[config.mk]
export PLATFORM = sky130hd
export DESIGN_NAME = pmem_burst_adaptor
export DESIGN_NICKNAME = d
export VERILOG_FILES = /design/src/rtl/pmem_burst_adaptor.sv
export SDC_FILE = /design/constraint.sdc
export NUM_CORES = 2
export LEC_CHECK = 0
export CAP_MARGIN = 10
export CORE_AREA = 2 2 279 281
export CTS_CLUSTER_SIZE = 16
export DETAILED_ROUTE_END_ITERATION = 10
export DIE_AREA = 0 0 281 283
export PLACE_DENSITY = 0.7
export SLEW_MARGIN = 0
export SYNTH_ARGS = -nofsm -noshare
export SYNTH_HDL_FRONTEND = slang
export SYNTH_SLANG_ARGS = --single-unit
[constraint.sdc]
create_clock -name clk -period 2.06 [get_ports clk]
set_input_delay 0.412 -clock clk [delete_from_list [all_inputs] [get_ports clk]]
set_output_delay 0.412 -clock clk [all_outputs]
set_load 0.01 [all_outputs]
[src/rtl/pmem_burst_adaptor.sv]
// L2 physical-memory responder: one 256-bit line per transaction, carried as a 4-beat burst on a 64-bit memory bus.
// Optional feature macro PMEM_ADDR_ALIGN_EN: when defined, the latched address is forced to 32-byte line alignment.
module pmem_burst_adaptor #(
   parameter int LINE_W = 256,
   parameter int BEAT_W = 64
) (
   input  logic              clk,
   input  logic              rst,
   input  logic              pmem_read,
   input  logic              pmem_write,
   input  logic [31:0]       pmem_address,
   input  logic [LINE_W-1:0] pmem_wdata,
   output logic [LINE_W-1:0] pmem_rdata,
   output logic              pmem_resp,
   output logic [31:0]       address_o,
   output logic [BEAT_W-1:0] burst_o,
   input  logic [BEAT_W-1:0] burst_i,
   output logic              read_o,
   output logic              write_o,
   input  logic              resp_i
);

   localparam int BEATS = LINE_W / BEAT_W;
   localparam int CNT_W = (BEATS > 1) ? $clog2(BEATS) : 1;

   typedef enum logic [1:0] {IDLE, RD_BURST, WR_BURST, DONE} state_t;

   state_t              state_reg;
   logic [CNT_W-1:0]    cnt_reg;
   logic [31:0]         addr_reg;
   logic [31:0]         addr_next;
   logic [LINE_W-1:0]   wdata_reg;
   logic [LINE_W-1:0]   line_reg;
   logic [LINE_W-1:0]   line_next;
   logic [BEAT_W-1:0]   wbeat [BEATS];
   logic                last_beat;

`ifdef PMEM_ADDR_ALIGN_EN
   assign addr_next = {pmem_address[31:5], 5'b0};
`else
   assign addr_next = pmem_address;
`endif

   // Split the write line into beats and merge the incoming read beat into its slot.
   generate
      for (genvar gi = 0; gi < BEATS; gi++) begin : g_beat
         assign wbeat[gi] = wdata_reg[gi*BEAT_W +: BEAT_W];
         assign line_next[gi*BEAT_W +: BEAT_W] =
            (cnt_reg == CNT_W'(gi)) ? burst_i : line_reg[gi*BEAT_W +: BEAT_W];
      end
   endgenerate

   assign last_beat = resp_i && (cnt_reg == CNT_W'(BEATS - 1));
   assign read_o    = (state_reg == RD_BURST);
   assign write_o   = (state_reg == WR_BURST);
   assign address_o = addr_reg;
   assign burst_o   = write_o ? wbeat[cnt_reg] : '0;

   always_ff @(posedge clk) begin
      if (rst) begin
         state_reg  <= IDLE;
         cnt_reg    <= '0;
         addr_reg   <= '0;
         wdata_reg  <= '0;
         line_reg   <= '0;
         pmem_rdata <= '0;
         pmem_resp  <= 1'b0;
      end else begin
         pmem_resp <= 1'b0;
         case (state_reg)
            IDLE: begin
               // Write has priority if the cache ever raises both.
               if (pmem_write) begin
                  addr_reg  <= addr_next;
                  wdata_reg <= pmem_wdata;
                  cnt_reg   <= '0;
                  state_reg <= WR_BURST;
               end else if (pmem_read) begin
                  addr_reg  <= addr_next;
                  cnt_reg   <= '0;
                  state_reg <= RD_BURST;
               end
            end
            RD_BURST: begin
               if (resp_i) begin
                  line_reg <= line_next;
                  cnt_reg  <= cnt_reg + 1'b1;
                  if (last_beat) begin
                     pmem_rdata <= line_next;
                     pmem_resp  <= 1'b1;
                     state_reg  <= DONE;
                  end
               end
            end
            WR_BURST: begin
               if (resp_i) begin
                  cnt_reg <= cnt_reg + 1'b1;
                  if (last_beat) begin
                     pmem_resp <= 1'b1;
                     state_reg <= DONE;
                  end
               end
            end
            DONE: begin
               state_reg <= IDLE;
            end
            default: begin
               state_reg <= IDLE;
            end
         endcase
      end
   end

endmodule
# ---- Yosys cells after proc, flatten, opt, wreduce, memory -nomap -nowiden
# Cells that the tools add are included.
dict set report word_totals {
  output_inout_bits 355
  inputBits 357
  elab_cells 54
  regBits 805
}
dict set report op_classes {
  order_cmp 1
  n_reduce_logical 13
  muxes 20
  n_eq_ne 9
  bitwise_logic 3
  n_addsub 1
}
# op count
set op_table {}
lappend op_table {{2-to-1 mux 64 bit} 7}
lappend op_table {{binary-select mux 64 bit (select 2 bit)} 1}
lappend op_table {{2-to-1 mux 32 bit} 2}
lappend op_table {{2-to-1 mux 2 bit} 7}
lappend op_table {{AND reduction 3 bit} 3}
lappend op_table {{equality test 2 bit, second input constant} 4}
lappend op_table {{case mux 2 bit (3 select lines)} 1}
lappend op_table {{AND reduction 2 bit} 3}
lappend op_table {{equality test 2 x 1 -> 1 bit, second input constant} 2}
lappend op_table {{logical NOT 2 bit} 2}
lappend op_table {{!= test 2 x 1 -> 1 bit, second input constant} 2}
lappend op_table {{case mux 2 bit (2 select lines)} 1}
lappend op_table {{nonzero test 2 bit} 2}
lappend op_table {{greater-or-equal comparator 3 bit, second input constant} 1}
lappend op_table {{!= test 3 bit, second input constant} 1}
lappend op_table {{inverter 2 -> 3 bit} 1}
lappend op_table {{OR reduction 3 bit} 1}
lappend op_table {{adder 2 x 1 -> 2 bit, second input constant} 1}
lappend op_table {{inverter 1 bit} 2}
lappend op_table {{OR reduction 2 bit} 1}
lappend op_table {{logical AND 1 bit} 1}
lappend op_table {{2-to-1 mux 1 bit} 1}

# ---- Longest topological paths before layout
dict set report depth {
  depth_word 5
  depth_mapped 9
  depth_no_buf 5
}

# ---- Worst setup path after synthesis
# Ideal clock, no wire load.
dict set report synth_timing {
  path_type {register to register}
  from {register cnt_reg[1]}
  to {register pmem_rdata[100]}
  path_slack_ps 219
  stages_incl_launch_ff 9
  n_path_buf 4
  period_less_slack_ps 1841
  setup_time_ps 81
  t_required_ps 1979
  t_arrival_ps 1760
  path_cell_list {dfxtp_1 buf_2 buf_2 inv_1 ha_1 buf_2 buf_2 mux2i_1 a211oi_2}
}
dict set report synth_via {
  elab_chain_len 3
  word_cells_on_any_way 5
  cone_classes {eq/ne: 2; mux: 1; reduce/logical: 2}
}
# item line_no
set synth_lines {}
lappend synth_lines {{from (decl)} 29} ;# logic [CNT_W-1:0] cnt_reg;
lappend synth_lines {{from (signal assigned)} 87} ;# cnt_reg <= cnt_reg + 1'b1;
lappend synth_lines {{from (signal assigned)} 97} ;# cnt_reg <= cnt_reg + 1'b1;
lappend synth_lines {{equality test 2 bit} 53} ;# assign last_beat = resp_i && (cnt_reg == CNT_W'(BEATS - 1));
lappend synth_lines {{logical AND 1 bit} 53}
lappend synth_lines {{AND reduction 3 bit (no source line)} --}
lappend synth_lines {{to (signal assigned)} 89} ;# pmem_rdata <= line_next;
lappend synth_lines {{to (decl)} 13} ;# output logic [LINE_W-1:0] pmem_rdata,
# Several ways; a longest one is shown, not always the timed one.
# A chain may end at the register's enable or synchronous reset.

# ---- Final worst setup path
dict set report layout_timing {
  from {register cnt_reg[0]}
  to {output port burst_o[1]}
}
dict set report layout_via {
  elab_chain_len 5
}
# item line_no
set layout_lines {}
lappend layout_lines {{inverter 2 -> 3 bit (implied by the code)} 57} ;# assign burst_o = write_o ? wbeat[cnt_reg] : '0;
lappend layout_lines {{binary-select mux 64 bit (select 2 bit)} 57}
lappend layout_lines {{2-to-1 mux 64 bit (implied by the code) (2 in series)} 57}
lappend layout_lines {{2-to-1 mux 64 bit} 57}
lappend layout_lines {{to (decl)} 16} ;# output logic [BEAT_W-1:0] burst_o,
# Every way passes these cells. The select of a mux whose other input is x is not followed.

==> impl_metrics.py <==
metrics = {
    "detailed_routing": {
        "routed_wl_um": 114000,
        "drcViolationCount": 0,
        "firstDrtPassIters": 6,
        "antenna_left": 0,
        "drt-initial-drc-count": 2080,
        "vias": 27660,
        "post_drt_wl_per_cell_um": 21.6,
        "avgViaCountPerCell": 5.25,
    },
    "yosys": {
        "ys_ff_latch": 741,
        "ys_warn_count": 0,
        "synth.distinct_cells": 29,
        "synthesis.area_um2": 30100,
        "ys_seq_area_frac": 0.494,
        "syn_inst": 3412,
        "synth_top_area_frac": 0.494,
        "synth_nets": 3779,
        "ys_top_cells_by_area": "dfxtp_1 49%, nand2_1 14%, a21oi_1 9.1%",
        "synth.largest_area_cell": "dfxtp_1",
        "avgSynthCellArea_um2": 8.81,
    },
    "place": {
        "place.gp.congestion": 0.923,
        "placed_cells": 5041,
        "post-dp-hpwl_um": 76400,
        "numPortBuffers": 711,
    },
    "timing": {
        "period_share": 1.26,
        "slew-limit-headroom": 0.563,
        "fin_ws_ns": -0.529,
        "setup_violations": 80,
        "fin_worst_skew_ns": 0.0272,
        "slew_violations": 0,
        "tightestPinTransition_ns": 0.656,
        "rsz0062_at_grt": "true",
        "clock.fmax_mhz": 386,
        "fin_hold_ws_ns": 0.234,
        "hold_viol_final": 0,
        "min_period_ns": 2.59,
    },
    "cts": {
        "htree_levels": 3,
        "cts.sinks": 741,
        "clock-root-buffer": "clkbuf_16",
        "cts_tree": "done",
        "numCtsBuffers": 82,
        "path_clk_slew_ns": 0.06,
        "clockBufferDepth": 3,
        "worstSkewPairLatency_ns": 0.64,
    },
    "power": {
        "p_leak_nw": 15.8,
        "vdd_ir_drop_max_mv": 0.629,
        "power_density_nw_per_um2": 958,
        "total_power_mw": 42.3,
    },
    "grt": {
        "grt_pass1_vias": 25908,
        "grt_use_total": 0.262,
        "antenna_found_initial": 22,
        "grt_overflow_total": 0,
        "grt_pass1_wl_um": 160000,
        "grt_max_degree": 71,
    },
    "critical_path": {
        "critical-path-max-stage-delay_ns": 0.49,
        "crit_fanout": 6,
        "endpoint_kind": "output port",
        "worstPathArrival_ns": 2.18,
        "crit_family": "buffers and inverters",
        "critical_path_buf_inv_count": 4,
        "path_class": "register to output port",
        "crit_top_cell": "buf_12",
        "cp.required_ns": 1.65,
        "crit_path_cell_trace": "buf_12, buf_12, buf_12, mux4_2, and2_4, buf_6",
        "cp-start-kind": "register",
        "critPathSlowestCell": "mux4_2",
    },
    "finish": {
        "drive_above_1_share": 0.200,
        "final_cells": 5267,
        "synthToLayoutAreaGrowth_pct": 46.9,
        "final_nets": 4510,
        "final_util": 0.575,
    },
    "outcome": {
        "status": "finished, violations left",
        "violations": "negative setup slack",
    },
    "floorplanning": {
        "die_w_um": 281,
        "dieArea_um2": 79500,
        "start_util": 0.392,
        "die_y_um": 283,
        "row_count": 102,
        "coreArea_um2": 76700,
        "io_pins": 712,
    },
    "flow_run": {
        "drv_cap": 0,
    },
    "min_path": {
        "hold_path.class": "input port to register",
    },
}
[synthesized netlist by cell type]
cell type     n
o211ai_1      1
o31ai_1       2
nor2b_1       1
nand2_1    1093
buf_6        11
and3_1        4
or3_1         1
mux2i_1     194
and2_1       64
ha_1         10
mux4_2       64
and2_0        1
o21a_1        1
nor2_1      192
a21oi_1     545
o311ai_0      2
o21ai_0       1
dfxtp_1     741
inv_1         5
o21ai_1       1
nand3_1       5
a211oi_2    152
buf_1        29
buf_4        21
nor3b_1       2
a211oi_1     40
a2111o_1      1
clkbuf_1    117
buf_2       111
[routing by layer]
layer | share of wire | GRT usage | vias to the layer above
met5 | 0.00035 | 0 | -
met4 | 0.049 | 0.128 | 6
met3 | 0.080 | 0.0700 | 260
met2 | 0.46 | 0.407 | 1008
met1 | 0.41 | 0.335 | 13410
li1 | - | - | 12976
[cell type report]
type	count	area, um2
Antenna cell	21	52.6
Clock buffer	122	2430
Multi-Input combinational cell	2377	14700
Tap cell	1040	1300
Clock inverter	25	216
Timing Repair Buffer	936	10500
Inverter	5	22.5
Sequential cell	741	14800
Fill cell	6506	32600
[report_power, final]
| part | internal, mW | switching [mW] | total, mW | leakage (nW) |
|---|---|---|---|---|
| Combinational | 5.57 | 6.02 | 11.6 | 8.50 |
| Sequential | 15.5 | 0.716 | 16.2 | 6.02 |
| Clock | 8.35 | 6.19 | 14.5 | 1.32 |
| Total | 29.4 | 12.9 | 42.3 | 15.8 |
[placed cells by master, fill, tap and decap left out, types with 62 or more instances in the layout]
cell	Yosys	final
nand2_1	1093	1045
clkdlybuf4s50_1	0	631
mux4_2	64	64
buf_4	21	86
buf_6	11	62
dfxtp_1	741	738
a21oi_1	545	480
mux2i_1	194	176
nor2_1	192	189
a211oi_2	152	155
a21oi_2	0	65
buf_12	0	86
clkbuf_16	0	102
[final timing paths]
path / depth (start not counted) / to / start / slack [ns]
setup / recovery: 6 / burst_o[1] / cnt_reg[0]$_SDFFE_PP0P_ / -0.53
hold / removal: 2 / pmem_rdata[193]$_SDFFE_PP0P_ / rst / 0.23
setup reg to reg: 11 / pmem_rdata[188]$_SDFFE_PP0P_ / cnt_reg[0]$_SDFFE_PP0P_ / -0.03
hold reg to reg: 2 / line_reg[169]$_SDFFE_PP0P_ / line_reg[169]$_SDFFE_PP0P_ / 0.45
[stage by stage]
step	instance area [um2]	TNS (ns)	worst slack [ns]
after global routing	44100	-43.67	-0.587
after floorplan	30100	0	0.219
final	44100	-29.88	-0.529
after global placement	39400	-14.17	-0.275
after CTS	42400	-32.24	-0.553
after detailed placement	39400	-15.81	-0.290
[what timing repair did]
action                                  4_1_cts  5_1_grt
buffers inserted                             12       20
gates resized for setup                     349      273
gates cloned                                  6       23
endpoints found under the setup margin       72      150
pin swaps                                    57      111
hold buffers                                  0        0
[cell families after synthesis]
family,after synthesis,share of synthesized area
buffers and inverters,294,0.0467
adder cells (fa/ha/maj),10,0.00416
flip-flops,741,0.494
multiplexers,258,0.113
AO/OA/AOI/OAI,746,0.166
AND/OR/NAND/NOR,1363,0.177
Note: power is estimated with default switching activity, not from simulation.
